File: src/rtl/fetch_unit_if.sv
// Bundle of the instruction-memory port, the redirect input and the
// downstream instruction handshake seen by the fetch unit.
interface fetch_unit_if;
    // instruction memory request/response
    logic        imem_read;
    logic [31:0] imem_address;
    logic [31:0] imem_rdata;
    logic        imem_resp;
    // redirect from execute
    logic        redirect;
    logic [31:0] redirect_pc;
    // downstream (decode) handshake
    logic        inst_valid;
    logic        inst_ready;
    logic [31:0] inst_data;
    logic [31:0] inst_pc;

    // fetch unit side
    modport master (
        output imem_read, imem_address, inst_valid, inst_data, inst_pc,
        input  imem_rdata, imem_resp, redirect, redirect_pc, inst_ready
    );

    // environment side: memory, execute and decode
    modport slave (
        input  imem_read, imem_address, inst_valid, inst_data, inst_pc,
        output imem_rdata, imem_resp, redirect, redirect_pc, inst_ready
    );
endinterface

File: src/rtl/fetch_unit.sv
// Instruction fetch controller: owns the fetch PC, issues one read at a
// time, buffers the returned word and offers it downstream. Redirects that
// arrive while a read is outstanding are parked until the response drains
// so the memory never sees the address move under an active request.
module fetch_unit #(
    parameter logic [31:0] RESET_PC = 32'h4000_0000
) (
    input  logic         clk,
    input  logic         rst,
    fetch_unit_if.master bus
);
    localparam logic [0:0] S_FETCH = 1'b0;
    localparam logic [0:0] S_HOLD  = 1'b1;

    logic [0:0]  r_state;
    logic [31:0] r_pc;
    logic        r_kill;     // outstanding response must be discarded
    logic [31:0] r_pend;     // redirect target parked while r_kill is set
    logic        r_gap;      // idle cycle after a discarded response
    logic [31:0] r_inst_data;
    logic [31:0] r_inst_pc;

    logic [31:0] w_tgt;
    logic        w_req;

    // Targets are word aligned; the low two bits of redirect_pc are dropped.
    assign w_tgt = bus.redirect_pc & ~32'd3;

    // A read is active in FETCH except for the one-cycle gap that separates
    // a discarded response from the next request.
    assign w_req = (r_state == S_FETCH) && !r_gap;

    assign bus.imem_read    = w_req;
    assign bus.imem_address = r_pc;
    assign bus.inst_valid   = (r_state == S_HOLD);
    assign bus.inst_data    = r_inst_data;
    assign bus.inst_pc      = r_inst_pc;

    // Fetch state machine, PC update and instruction buffer.
    always_ff @(posedge clk) begin
        if (rst) begin
            r_state     <= S_FETCH;
            r_pc        <= RESET_PC;
            r_kill      <= 1'b0;
            r_pend      <= 32'd0;
            r_gap       <= 1'b0;
            r_inst_data <= 32'd0;
            r_inst_pc   <= 32'd0;
        end else begin
            r_gap <= 1'b0;
            case (r_state)
                S_FETCH: begin
                    if (r_gap) begin
                        // Nothing outstanding: a redirect can move the PC directly.
                        if (bus.redirect) r_pc <= w_tgt;
                    end else if (bus.imem_resp) begin
                        if (bus.redirect) begin
                            // Newest redirect wins over any parked target.
                            r_pc   <= w_tgt;
                            r_kill <= 1'b0;
                            r_gap  <= 1'b1;
                        end else if (r_kill) begin
                            r_pc   <= r_pend;
                            r_kill <= 1'b0;
                            r_gap  <= 1'b1;
                        end else begin
                            r_inst_data <= bus.imem_rdata;
                            r_inst_pc   <= r_pc;
                            r_pc        <= r_pc + 32'd4;
                            r_state     <= S_HOLD;
                        end
                    end else if (bus.redirect) begin
                        // Keep the address stable; apply the target after the drain.
                        r_kill <= 1'b1;
                        r_pend <= w_tgt;
                    end
                end
                S_HOLD: begin
                    if (bus.redirect) begin
                        r_pc    <= w_tgt;
                        r_state <= S_FETCH;
                    end else if (bus.inst_ready) begin
                        r_state <= S_FETCH;
                    end
                end
                default: r_state <= S_FETCH;
            endcase
        end
    end
endmodule

File: src/flat_wrapper.sv
// flat-port wrapper written by rule: the top's interface ports become plain ports
module fetch_unit_flat 
#(
    parameter logic [31:0] RESET_PC = 32'h4000_0000
)
  (clk, rst, bus_imem_read, bus_imem_address, bus_inst_valid, bus_inst_data, bus_inst_pc, bus_imem_rdata, bus_imem_resp, bus_redirect, bus_redirect_pc, bus_inst_ready);
  fetch_unit_if bus_i ();
  input  logic clk;
  input  logic rst;
  output wire logic [$bits(bus_i.imem_read)-1:0] bus_imem_read;
  output wire logic [$bits(bus_i.imem_address)-1:0] bus_imem_address;
  output wire logic [$bits(bus_i.inst_valid)-1:0] bus_inst_valid;
  output wire logic [$bits(bus_i.inst_data)-1:0] bus_inst_data;
  output wire logic [$bits(bus_i.inst_pc)-1:0] bus_inst_pc;
  input wire logic [$bits(bus_i.imem_rdata)-1:0] bus_imem_rdata;
  input wire logic [$bits(bus_i.imem_resp)-1:0] bus_imem_resp;
  input wire logic [$bits(bus_i.redirect)-1:0] bus_redirect;
  input wire logic [$bits(bus_i.redirect_pc)-1:0] bus_redirect_pc;
  input wire logic [$bits(bus_i.inst_ready)-1:0] bus_inst_ready;
  assign bus_imem_read = bus_i.imem_read;
  assign bus_imem_address = bus_i.imem_address;
  assign bus_inst_valid = bus_i.inst_valid;
  assign bus_inst_data = bus_i.inst_data;
  assign bus_inst_pc = bus_i.inst_pc;
  assign bus_i.imem_rdata = bus_imem_rdata;
  assign bus_i.imem_resp = bus_imem_resp;
  assign bus_i.redirect = bus_redirect;
  assign bus_i.redirect_pc = bus_redirect_pc;
  assign bus_i.inst_ready = bus_inst_ready;
  fetch_unit #(.RESET_PC(RESET_PC)) u_core (.clk(clk), .rst(rst), .bus(bus_i));
endmodule
File: config.mk
export PLATFORM = sky130hd
export DESIGN_NAME = fetch_unit_flat
export DESIGN_NICKNAME = d
export VERILOG_FILES = /design/src/rtl/fetch_unit_if.sv /design/src/rtl/fetch_unit.sv /design/src/flat_wrapper.sv
export SDC_FILE = /design/constraint.sdc
export NUM_CORES = 1
export LEC_CHECK = 0
export CORE_MARGIN = 2
export CORE_UTILIZATION = 40
export DETAILED_ROUTE_END_ITERATION = 7
export PLACE_DENSITY = 0.66
export SYNTH_ARGS = -nofsm -noshare
export SYNTH_HDL_FRONTEND = slang
export SYNTH_SLANG_ARGS = --single-unit
File: constraint.sdc
create_clock -name clk -period 3.2 [get_ports clk]
set_input_delay 0.48 -clock clk [delete_from_list [all_inputs] [get_ports clk]]
set_output_delay 0.48 -clock clk [all_outputs]
set_load 0.05 [all_outputs]
# Word-level counts from Yosys, hierarchy flattened

Cells that the tools add are included.

Memory bits (read-only): 0
Bits in writable memories: 0
Input port bits: 69
Word-level logic and storage cells: 38
Register bits: 129
Memories: 0
Bits in latches: 0
Output and inout bits: 98

Bitwise gates (word level): 5
Reductions and logical operators: 7
Shift-type cells: 0
Add/subtract/negate cells: 1
$mul: 0
$lt $le $gt $ge: 0
Eq/ne operators: 1
Mux-type cells: 17
Divide/modulo/power cells: 0

Operators with widths:

| operator                                              | count |
|---|---|
| two-way mux 32 bit                                    | 5 |
| case mux 32 bit (2 select lines)                      | 1 |
| adder 32 x 3 -> 32 bit, second input constant         | 1 |
| two-way mux 1 bit                                     | 10 |
| inverter 1 bit                                        | 5 |
| AND reduction 5 bit                                   | 1 |
| AND reduction 4 bit                                   | 1 |
| OR reduction 4 bit                                    | 1 |
| inequality test 3 x 2 -> 1 bit, second input constant | 1 |
| AND reduction 3 bit                                   | 1 |
| case mux 1 bit (2 select lines)                       | 1 |
| nonzero test 2 bit                                    | 1 |
| logical AND 1 bit                                     | 1 |
| zero test 1 bit                                       | 1 |

# Longest topological paths before layout

Gate-level depths: netlist (run 1).

Word-level depth: 6
Mapped depth: 9
Depth with buffers taken out: 6

# Least setup slack after synthesis (run 1)

No wires, ideal clock.

Path kind: register -> register
From: register u_core.r_pc[9] (netlist: u_core.bus.imem_address[9])
To: register u_core.r_pc[23] (netlist: u_core.bus.imem_address[23])
Stages on the path, launching flop included: 9
Arrival: 2.272 ns
Slack: 0.796 ns
Period minus slack after synthesis: 2.404 ns
Setup time: 0.131 ns
Path through: dfxtp_1 buf_2 nand4_1 or4_4 buf_6 buf_6 nor3_1 mux2i_1 o22ai_1

Cells in the longest elaborated chain, start to end: 6

RTL lines:

| what                             | RTL line         | RTL |
|---|---|---|
| start: declaration               | fetch_unit.sv:16 | `logic [31:0] r_pc;` |
| start signal: assignment         | fetch_unit.sv:55 | `if (bus.redirect) r_pc <= w_tgt;` |
| start signal: assignment         | fetch_unit.sv:59 | `r_pc <= w_tgt;` |
| start signal: assignment         | fetch_unit.sv:63 | `r_pc <= r_pend;` |
| adder 32 x 3 -> 32 bit           | fetch_unit.sv:69 | `r_pc <= r_pc + 32'd4;` |
| two-way mux 32 bit               | fetch_unit.sv:62 | `end else if (r_kill) begin` |
| two-way mux 32 bit               | fetch_unit.sv:57 | `if (bus.redirect) begin` |
| two-way mux 32 bit               | fetch_unit.sv:56 | `end else if (bus.imem_resp) begin` |
| two-way mux 32 bit               | fetch_unit.sv:53 | `if (r_gap) begin` |
| case mux 32 bit (2 select lines) | fetch_unit.sv:51 | `case (r_state)` |

Every way passes these cells. The select of a mux whose other input is x is not followed.
A chain may end at the register's enable or synchronous reset.

# Final worst setup path (run 1)

From: register u_core.r_gap
To: output port bus_imem_read

Cells in the longest elaborated chain, start to end: 2

RTL lines:

| what                     | RTL line           | RTL |
|---|---|---|
| start: declaration       | fetch_unit.sv:19   | `logic r_gap;` |
| start signal: assignment | fetch_unit.sv:46   | `r_gap <= 1'b0;` |
| start signal: assignment | fetch_unit.sv:50   | `r_gap <= 1'b0;` |
| start signal: assignment | fetch_unit.sv:61   | `r_gap <= 1'b1;` |
| zero test 1 bit          | fetch_unit.sv:31   | `assign w_req = (r_state == S_FETCH) && !r_gap;` |
| logical AND 1 bit        | fetch_unit.sv:31   |  |
| end: declaration         | flat_wrapper.sv:10 | `output wire logic [$bits(bus_i.imem_read)-1:0] bus_imem_read;` |

Every way passes these cells.

==> results of run 1 <==
==> power by group <==
part	internal [mW]	switching (mW)
registers	1.70	0.109
clock network	1.25	0.682
logic	0.343	0.600
==> sequential cells by signal, indices dropped and copies added (netlist names) <==
register and flops:
u_core.bus.inst_data 32, u_core.r_kill 1, u_core.bus.inst_pc 32, u_core.bus.inst_valid 1, u_core.r_pend 30, u_core.bus.imem_address 32
u_core.r_gap 1
==> worst max path at each step <==
stage | to | cells after the start
floorplan | u_core.bus.imem_address[23]$_SDFFE_PP0P_ | 8
global placement | u_core.bus.inst_pc[9]$_SDFFE_PP0P_ | 7
detailed placement | u_core.bus.inst_pc[9]$_SDFFE_PP0P_ | 7
CTS | bus_imem_read | 4
global route | bus_imem_read | 4
finish | bus_imem_read | 4
==> cell families (layout without fill, tap and decap cells) <==
| logic type | Yosys count | after routing |
|---|---|---|
| buffers and inverters | 81 | 233 |
| AND/OR/NAND/NOR | 334 | 334 |
| XOR/XNOR | 8 | 8 |
| AO/OA/AOI/OAI | 215 | 215 |
| flip-flops | 129 | 129 |
| multiplexers | 7 | 7 |
| adder cells (fa/ha/maj) | 1 | 1 |
==> synthesized netlist by cell type (9+ instances only) <==
| master | instances | area [um^2] |
|---|---|---|
| a21oi_1 | 112 | 561 |
| o21ai_0 | 21 | 105 |
| nor3_1 | 16 | 80.1 |
| a22oi_1 | 9 | 67.6 |
| nor2_1 | 32 | 120 |
| dfxtp_1 | 129 | 2580 |
| nand4_1 | 10 | 62.6 |
| buf_2 | 16 | 80.1 |
| clkbuf_1 | 49 | 184 |
| inv_1 | 14 | 52.6 |
| nand3_1 | 16 | 80.1 |
| nand2_1 | 219 | 822 |
==> per-layer routing <==
metal	vias to the layer above	part of all wire [%]	routed length, um	global-route usage (%)
li1	2966	-	-	-
met1	2867	45	8700	34.1
met3	26	8.3	1620	5.05
met5	-	0	0	0
met4	0	1.9	367	9.54
met2	295	45	8680	37.1
==> worst max-delay path, cell delays in order, from the launching register on <==
cell,delay (ns)
dfxtp_1,0.30
or2_2,0.37
inv_1,0.10
buf_4,0.21
clkdlybuf4s50_1,0.83
==> layout make-up <==
| type | instances | area, um^2 | share of cell area [%] |
|---|---|---|---|
| clock buffers | 27 | 513 | 6.21 |
| clock inverters | 4 | 72.6 | 0.878 |
| inverters | 14 | 52.6 | 0.636 |
| multi-input cells | 565 | 2980 | 36.1 |
| flip-flops and latches | 129 | 2580 | 31.3 |
| well taps | 184 | 230 | 2.79 |
| repair buffers | 188 | 1830 | 22.2 |
==> placed cells by master, fill, tap and decap left out, types with 4 or more instances in the layout <==
cell / synthesis / final
a211oi_1: 7 / 7
a21oi_1: 112 / 112
a221oi_1: 8 / 8
a22oi_1: 9 / 9
a31oi_1: 5 / 5
and2_1: 5 / 5
buf_4: 0 / 24
clkbuf_1: 49 / 5
clkbuf_16: 0 / 17
clkbuf_8: 0 / 5
clkdlybuf4s50_1: 0 / 163
dfxtp_1: 129 / 129
inv_1: 14 / 14
mux2i_1: 5 / 5
nand2_1: 219 / 218
nand3_1: 16 / 16
nand3b_1: 4 / 4
nand4_1: 10 / 10
nor2_1: 32 / 31
nor3_1: 16 / 15
nor4_1: 7 / 7
o211ai_1: 4 / 4
o21a_1: 4 / 4
o21ai_0: 21 / 21
o22ai_1: 8 / 8
o31ai_1: 4 / 4
xnor2_1: 6 / 6
==> stage by stage <==
| step | utilization [%] | hold WS (ns) | instance area (um^2) | instances | worst slack [ns] |
|---|---|---|---|---|---|
| 2_1_floorplan | - | 0.431 | 5890 | 775 | 0.796 |
| 3_3_place_gp | 53.0 | 0.440 | 7680 | 1080 | 0.372 |
| 3_5_place_dp | 53.0 | 0.444 | 7680 | 1080 | 0.348 |
| 4_1_cts | 57.1 | 0.453 | 8260 | 1111 | 0.491 |
| 5_1_grt | 57.1 | 0.468 | 8260 | 1111 | 0.398 |
| 6_report | 57.1 | 0.449 | 8260 | 1111 | 0.500 |
==> results by stage, run 1 <==
Run status:
- The run finished with clean final reports.

Layout:
- The final net count is slightly below 1000.
- Cells with a size suffix above 1 make up approximately 7.6% of the layout.
- The final antenna diode count is 0.
- Fill cells in the final layout number approximately 1400.
- Compared with the post-synthesis result, the final layout area differs by 40.4%.

Floorplan:
- The core region is 14500 um^2.
- The die outline area is roughly 16000 um^2.
- Measured along the y axis, the die boundary spans between 100 and 150 um.
- The cell row count is 44.
- roughly 170 I/O pins were placed.
- The initial standard-cell utilization of the core is about two fifths.
- The die is around 130 um wide.

Critical path:
- By startpoint and endpoint, the worst setup path is classified as reg2out.
- The depth of the worst register-to-register path is 7.
- The critical path endpoint category is an output port.
- The endpoint identified for the worst register-to-register timing path is u_core.bus.inst_pc[4]$_SDFFE_PP0P_.
- The largest driver fanout on the critical path is 11.
- In this run the register-to-register setup slack is just under 0.8 ns.
- The worst setup path startpoint is u_core.r_gap$_SDFF_PP0_.
- The worst endpoint required time is about 2.7 ns.
- The launching element type of the critical path is a flop.
- The reg-to-reg critical path startpoint is u_core.r_gap$_SDFF_PP0_.
- Data arrives at the worst endpoint at between 2 and 2.5 ns.

Power:
- The cell area power density is 567 nW/um^2.
- Summed over all cells, the static leakage comes to about 2.8 nW.
- Total power for the finished layout comes to between 4 and 5 mW.
- IR analysis of the VDD net gives a maximum drop of approximately 0.43 mV.

Yosys:
- For this run, the leading register cell type out of synthesis is dfxtp_1.
- Measured against the total synthesized area, the mux share comes to 1.23%.
- The share of synthesized flip-flops with an asynchronous set or reset is 0%.
- Summing the areas of all compound-gate instances in the mapped netlist gives roughly 22% of the synthesized area.
- In the synthesized netlist, the number of instances is 775.
- The total of flip-flops plus latches after synthesis is between 100 and 150.
- The number of nets in the synthesized netlist is between 800 and 900.
- For this run, the number of Yosys warnings is 0.
- The post-synthesis cell type count is 63.
- The mean area per synthesized cell is between 7 and 8 um^2.
- Of the total synthesized cell area, the portion taken by full adders, half adders and majority gates is less than 1%.
- For this run, the register share of the synthesized area comes to 43.9%.
- The cell area that synthesis handed to floorplanning was a little under 6000 um^2.
- By area, the combinational part of the netlist is dominated by simple AND/OR/NAND/NOR gates.
- The xor and xnor area share after synthesis is between 1 and 1.5%.
- After Yosys synthesis, and, or, nand and nor cells account for between 20% and 30% of the synthesized area.
- Counting flops with a built-in enable in the synthesized netlist gives 0.

Global route:
- The number of global-route vias before repair came to ~5700.
- For this run, the total global-route usage over all layers was measured as between 20 and 25%.
- The first global-routing pass estimated between 30 and 40 mm of wire.
- Entering global routing, the biggest net connects 66 pins.
- The number of antenna violations at the first check in global routing is 0.
- The leftover overflow at the end of global routing is 0.

Drt:
- The detailed-route via count is between 6000 and 7000.
- Dividing the detail-routed wire length by the instance count gives 17.4 um.
- The number of detailed-routing iterations run before antenna repair is 5.
- In this run the remaining antenna-violating nets after routing total 0.
- The final routed DRC violation total is 0.
- The final layout contains routed wiring with a total length of around 19 mm.
- The detailed router finished its first iteration with 487 violations.
- The number of vias per cell is about 5.5.

Timing:
- In the final timing run, aggregate negative setup slack is 0 ns.
- Setup repair after global routing left no endpoint under its margin.
- Static timing analysis puts the maximum clock frequency at around 0.37 GHz.
- The final-report max-slew violation count is 0.
- The shortest period the worst path allows is between 2 and 3 ns.
- The final count of hold timing violations is 0.
- Headroom to the max-slew limit came out at between 30% and 40%.
- For the pin with the worst max-slew slack, the measured transition is 1.01 ns.
- After layout, the worst path uses a little over four fifths of the clock period.
- Across the routed clock network, the largest skew measured is just under 0.007 ns.
- The setup violation total in the final timing report is 0.

Clock network:
- No sink is reached through more buffers than the 2 on the longest clock path.
- In this run, post-CTS repair resized a total of 0 instances.
- The insertion delay to the later sink of the worst-skew pair is ~0.41 ns.
- For this design, the sink count on the clock tree is 129.
- The number of clock buffers inserted by TritonCTS is 17.
- The quantity of hold-fixing buffers added after cts is 0.
- The tree is rooted in a clkbuf_16.
- Post-CTS timing repair inserted 0 buffers for setup.
- Clock-pin slew was measured on the worst setup and hold paths at about 0.06 ns.
- The maximum level of the CTS H-tree is 4.
- TritonCTS built the clock tree.

Worst hold path:
- For hold timing, the worst endpoint is u_core.bus.inst_data[27]$_SDFFE_PP0P_.
- The worst hold path passes through 2 cells.
- The path class of the tightest hold or removal check is reg2reg.
- In this run the most critical hold path is launched from u_core.bus.inst_data[27]$_SDFFE_PP0P_.

Placed design:
- The count of input and output buffers is about 160.
- The HPWL reported at the end of detailed placement is approximately 13 mm.
- The final RePlAce weighted congestion is ~0.83.

Flow run:
- The count of maximum capacitance violations is 0.
Note: power is estimated with default switching activity, not from simulation.
==> run 2: changes to the inputs <==
Settings changed: PLACE_DENSITY 0.66 to 0.69.
Clock period 3.2 ns to 2.4 ns, I/O delays scaled along.
==> run 2 against run 1 <==
Against the previous run: sequential share of layout area decreased by 1.2 points; clock power up 31%; register-to-register slack got worse by 0.41 ns; largest power group unchanged; highest routed layer unchanged.
==> results by stage, run 2 (synthesis results as in run 1) <==
Layout:
- The final net count is about 1000.
- The share of the core filled with cells is between 50 and 60%.
- The multi-input combinational cells in the finished layout cover a total of a little under 3000 um^2.
- The most common library cell in the layout ignoring fill and taps is nand2_1.
- The finished layout holds 1155 standard cells, fillers aside.
- Cells with a size suffix above 1 make up 12.2% of the layout.
- The final antenna diode count is 0.
- The library cells used most frequently in the layout, excluding fill and tap cells, are nand2_1 (218), clkdlybuf4s50_1 (162), dfxtp_1 (128), a21oi_1 (112), buf_4 (67).
- The footprint of the flip-flops and latches is approximately 2600 um^2.
- From synthesis to final layout, the design area changed by 46.1%.
- The number of fill cells in the layout is between 1000 and 1500.

Power:
- The cell area power density is roughly 730 nW/um^2.
- The total leakage power is approximately 3.0 nW.
- IR analysis of the VDD net gives a maximum drop of between 0.4 and 0.5 mV.

Drt:
- The number of violations reported at the end of detailed-routing iteration 0 is roughly 600.
- Wires add up to slightly below 20 mm.
- The first TritonRoute pass finished after 6 iterations.
- The final routed wire length divided by cell count is between 15 and 20 um.
- The final routed DRC violation total is 0.
- The number of vias per cell is approximately 5.5.
- The detailed-route via count is approximately 6400.
- The count of nets left with antenna violations once routing finished came out at 0.

Timing:
- Setup slack closes at about 0.14 ns.
- The final worst-path cycle share is 94.2%.
- The final-report max-slew violation count is 0.
- In this run the tightest slew margin relative to its limit is about half.
- The shortest period the worst path allows is 2.26 ns.
- For the pin with the worst max-slew slack, the measured transition is 0.758 ns.
- Across all hold checks on the routed design, the worst slack comes to about 0.34 ns.
- Setup repair after global routing left no endpoint under its margin.
- The final count of hold timing violations is 0.
- The total negative slack for setup checks is 0 ns.
- The setup violation total in the final timing report is 0.
- The maximum frequency from static timing analysis is between 0.4 and 0.5 GHz.
- The clock tree skew after final layout is around 0.009 ns.

Critical path:
- Along the worst path, the maximum fanout reaches 6.
- The launching element type of the critical path is a flop.
- Tracing the worst setup path back leads to its startpoint at u_core.bus.imem_address[21]$_SDFFE_PP0P_.
- For the worst setup path, the data required time is just over 2 ns.
- The critical path is of the reg2out type.
- The reg-to-reg critical path startpoint is u_core.bus.imem_address[4]$_SDFFE_PP0P_.
- For the worst setup path, the data arrival time is 1.90 ns.
- The worst setup path is captured at an output port.

Clock network:
- The maximum level of the CTS H-tree is 4.
- The number of post-CTS setup repair buffers is 0.
- The clock transition time at the flip-flop clock pins of the worst setup and hold paths is ~0.06 ns.
- The number of clock buffers inserted by TritonCTS is 17.
- Hold repair after CTS inserted 0 buffers.
- The number of sinks on the clock net is ~130.
- The number of buffers on the longest clock path is 2.
- The clock root buffer is clkbuf_16.
- The number of gates resized after CTS was 0.
- For the worst-skew pair, the clock arrives at the later sink with an insertion delay of 0.42 ns.
- TritonCTS built the clock tree.

Global route:
- The first global-routing pass estimated approximately 32 mm of wire.
- The leftover overflow at the end of global routing is 0.
- The number of global-route vias before repair is slightly above 6000.
- Global routing used 25.4% of the available tracks.
- The pin count of the biggest net entering global routing is between 40 and 50.
- The number of antenna violations at the first check in global routing is 0.

Placed design:
- The count of input and output buffers is 164.
- Once detailed placement completed, the half-perimeter wirelength came to ~14 mm.
- The number of instances in the placed design is 1124.
- The final RePlAce weighted congestion is 0.872.
- At the placement stage, the worst setup path has a slack of between 0.06 and 0.07 ns.

Floorplan:
- In this run the standard cell core region covers around 14000 um^2.
- The die outline area is about 16000 um^2.
- The horizontal extent of the die is approximately 130 um.
- The height of the chip is ~130 um.
- Once the floorplan was initialized, standard cells occupied 40.7% of the core.
- In this run the core area contains 44 standard-cell rows.
- The number of top-level pins is about 170.

Flow run:
- The count of maximum capacitance violations is 0.

Worst hold path:
- The class of the most critical hold timing path is in2reg.
- The startpoint of the tightest hold check path is rst.

Run status:
- The run finished with clean final reports.
-- run 2: final timing paths --
kind                            cells after the start                                       end  slack (ns)
worst min register to register                      2       u_core.bus.inst_pc[29]$_SDFFE_PP0P_        0.45
worst min-delay path                                2            u_core.r_pend[15]$_SDFFE_PP0P_        0.34
worst max register to register                      6  u_core.bus.imem_address[20]$_SDFFE_PP0P_        0.36
worst max-delay path                                2                      bus_imem_address[21]        0.14
-- run 2: worst max-delay path, stage by stage, from the launching register on --
cell             delay (ns)
dfxtp_1                0.49
buf_4                  0.19
clkdlybuf4s50_1        0.80
-- run 2: metrics by stage --
stage | power (mW) | area [um^2]
after global placement | 3.80 | 8030
after detailed placement | 3.81 | 8030
after CTS | 6.32 | 8600
after floorplan | 3.21 | 5890
after global routing | 6.54 | 8600
final | 6.29 | 8600
-- run 2: cell type report --
| class | count | share of cell area [%] |
|---|---|---|
| flip-flops and latches | 129 | 30.0 |
| repair buffers | 232 | 25.4 |
| clock buffers | 22 | 5.40 |
| well taps | 184 | 2.68 |
| clock inverters | 9 | 1.25 |
| multi-input cells | 565 | 34.6 |
| inverters | 14 | 0.611 |
-- run 2: power by group --
part           leakage, nW  switching, mW  internal (mW)  total (mW)
clock                0.276          0.941           1.57        2.52
combinational         1.70          0.881          0.540        1.42
sequential            1.05         0.0882           2.27        2.36
total                 3.03           1.91           4.38        6.29
-- run 2: per-layer routing --
layer / GRT usage (%) / part of all wire (%)
met1: 33.9 / 45
met5: 0 / 0
met2: 40.1 / 46
met3: 5.43 / 7.2
met4: 10.3 / 2.5
==> run 3: changes to the inputs <==
Clock period 2.4 ns to 2 ns, I/O delays scaled along.
==> run 3 against run 2 <==
Against the previous run: clock-buffer cell count down 4; via count grew 1.4%; critical path depth rose by 2; design area rose by 2.5%.
==> results by stage, run 3 (synthesis results as in run 1) <==
Run status:
- The flow ran to the end, and the final reports show no timing, DRC or antenna violations.

Drt:
- For this run, design rule violations remaining after detail routing come to 0.
- The highest layer touched by signal routing is met4.
- For this run, the detailed router's first-pass iteration total came to 7.
- Summing over every cut layer, the via total after detailed routing is about 6500.
- Detailed routing placed a total of around 9.3 mm of wire on met2.
- After detailed routing, the number of vias per cell comes to 5.52.
- The number of violations reported at the end of detailed-routing iteration 0 is 520.
- The remaining number of nets flagged by the antenna check after routing is 0.
- In the final routing, the length of wire on met1 measures ~9 mm.
- Summed over all nets, wire length on met3 after detailed routing comes to 1.48 mm.
- In the final routed layout, each cell accounts on average for roughly 17 um.
- Summed over all layers, the routed wires come to 20.2 mm.

Timing:
- The worst hold-check slack is about 0.26 ns.
- The shortest period the worst path allows is approximately 1.9 ns.
- The transition time at the pin with the least slew margin is approximately 0.55 ns.
- The remaining max-slew budget at the tightest pin is about 63%.
- The maximum frequency from static timing analysis is between 0.5 and 0.6 GHz.
- Setup violations remaining at the end of the flow were counted as 0.
- The final count of hold timing violations came to 0.
- The final-report max-slew violation count is 0.
- Setup repair after global routing left no endpoint under its margin.
- The final worst-path cycle share is between 90% and 100%.
- On the final layout, the worst clock skew is between 0.005 and 0.006 ns.

Clock network:
- The clock transition time at the flip-flop clock pins of the worst setup and hold paths is 0.06 ns.
- The clock tree from TritonCTS is built.
- Counting the buffers created by CTS gives 17.
- The insertion delay to the later sink of the worst-skew pair is around 0.42 ns.
- The clock drives about 130 sinks.
- The clock passes through at most 2 buffers.
- The maximum level of the CTS H-tree is 4.
- The quantity of hold-fixing buffers added after cts is 0.
- The clock root buffer is clkbuf_16.

Power:
- The share of power burned in registers is 37.2%.
- Power spread over the standard cell area amounts to 861 nW/um^2.
- The switching power of the nets is approximately 2.4 mW.
- The power consumption is ~7.6 mW.
- The internal power summed over all cells is around 5.2 mW.
- Net switching is a little under a third of the power.
- The part of the total power dissipated in combinational logic is a little under a quarter.
- The clock group share of total power is between 40% and 50%.
- The worst IR drop on VDD is 0.540 mV.
- The total leakage power is 3.25 nW.

Layout:
- 0 antenna diodes ended up in the layout.
- The share of the core filled with cells is about three fifths.
- The library cell used most frequently in the layout, excluding fill and tap cells, is nand2_1.
- The area of the multi-input gates is between 3000 and 4000 um^2.
- The filler cells instantiated in the layout total roughly 1300.
- Relative to the synthesized area, the layout overhead comes to 49.8%.
- Cells with a size suffix above 1 make up 17.3% of the layout.
- The footprint of the flip-flops and latches is about 2600 um^2.
- In the layout the commonest cells are nand2_1 (218), clkdlybuf4s50_1 (133), a21oi_1 (112), dfxtp_1 (106), buf_4 (86).
- The area of all placed cells without fillers is 8820 um^2.
- After the last flow step, the layout net total stands at 1044.
- The final cell count without fillers is 1170.

Floorplan:
- Measured along the x axis, the die boundary spans roughly 130 um.
- For this configuration, the core starts out at a cell density of approximately two fifths.
- The number of top-level pins is between 150 and 200.
- The cell row count is 44.
- The area of the core region is between 10000 and 15000 um^2.
- The die outline area is 15700 um^2.
- Measured along the y axis, the die boundary spans 125 um.

Critical path:
- The depth of the worst register-to-register path is 6.
- STA puts the critical path data arrival time at 1.64 ns.
- The critical path endpoint category is an output port.
- The worst endpoint required time is 1.70 ns.
- Along the worst path, the maximum fanout reaches 7.
- STA classifies the critical path startpoint as a flop.
- The critical path start-end classification is reg2out.

Placed design:
- The placed instance area is 8250 um^2.
- The count of input and output buffers is 164.
- After detailed placement, the design holds a cell count of roughly 1100.
- The HPWL reported at the end of detailed placement is around 14 mm.
- The final RePlAce weighted congestion is 0.919.

Global route:
- The first-pass GRT wire length is 32.2 mm.
- The number of antenna violations at the first check in global routing is 0.
- For this run the aggregate overflow at the end of global routing stands at 0.
- The number of global-route vias before repair is ~6000.
- Entering global routing, the biggest net connects between 60 and 70 pins.
- The total routing usage reported by global routing is about a quarter.

Flow run:
- The count of maximum capacitance violations is 0.

Worst hold path:
- The worst hold path was traced through 2 stages.
- The worst hold path belongs to the class in2reg.
-- run 3: layout make-up --
class / instances / area share (%)
multi-input cells: 565 / 34.1
flip-flops and latches: 129 / 30.0
repair buffers: 247 / 26.3
clock buffers: 18 / 4.98
well taps: 184 / 2.61
clock inverters: 13 / 1.53
inverters: 14 / 0.596
-- run 3: path summary, 6_finish.rpt --
check,from,to,slack [ns]
setup / recovery,u_core.bus.inst_valid$_SDFF_PP0_,bus_imem_read,0.06
hold / removal,rst,u_core.r_pend[15]$_SDFFE_PP0P_,0.26
setup reg to reg,u_core.bus.imem_address[8]$_SDFFE_PP0P_,u_core.bus.imem_address[21]$_SDFFE_PP0P_,0.10
hold reg to reg,u_core.bus.inst_pc[15]$_SDFFE_PP0P_,u_core.bus.inst_pc[15]$_SDFFE_PP0P_,0.45
-- run 3: power by group through the flow --
stage | sequential (mW) | clock (mW) | combinational [mW]
finish | 2.83 | 3.04 | 1.72
global route | 2.85 | 3.23 | 1.83
CTS | 2.83 | 3.09 | 1.72
detailed placement | 2.88 | 0 | 1.74
global placement | 2.88 | 0 | 1.72
floorplan | 3.29 | 0 | 0.573
-- run 3: timing repair --
| action | 4_1_cts | 5_1_grt |
|---|---|---|
| setup endpoints to repair | 19 | 5 |
| pin swaps | 0 | 1 |
| setup buffers | 0 | 1 |
| endpoints found under the hold margin | 0 | 0 |
| resized for setup | 19 | 3 |
-- run 3: routing by layer --
layer / vias to the layer above / global-route usage (%)
met1: 3013 / 35.3
met4: 0 / 9.93
met3: 45 / 5.52
met2: 290 / 40.1
met5: - / 0
li1: 3105 / -
-- run 3: worst max-delay path, cell delays in order (launching register included) --
cell	delay (ns)
dfxtp_2	0.34
or2_2	0.28
inv_1	0.22
buf_4	0.23
buf_12	0.14
-- run 3: stage by stage --
step / setup WS, ns / TNS, ns
2_1_floorplan: 0.00888 / 0
3_3_place_gp: -0.0934 / -0.265
3_5_place_dp: -0.0796 / -0.379
4_1_cts: 0.0107 / 0
5_1_grt: 0.0168 / 0
6_report: 0.0631 / 0
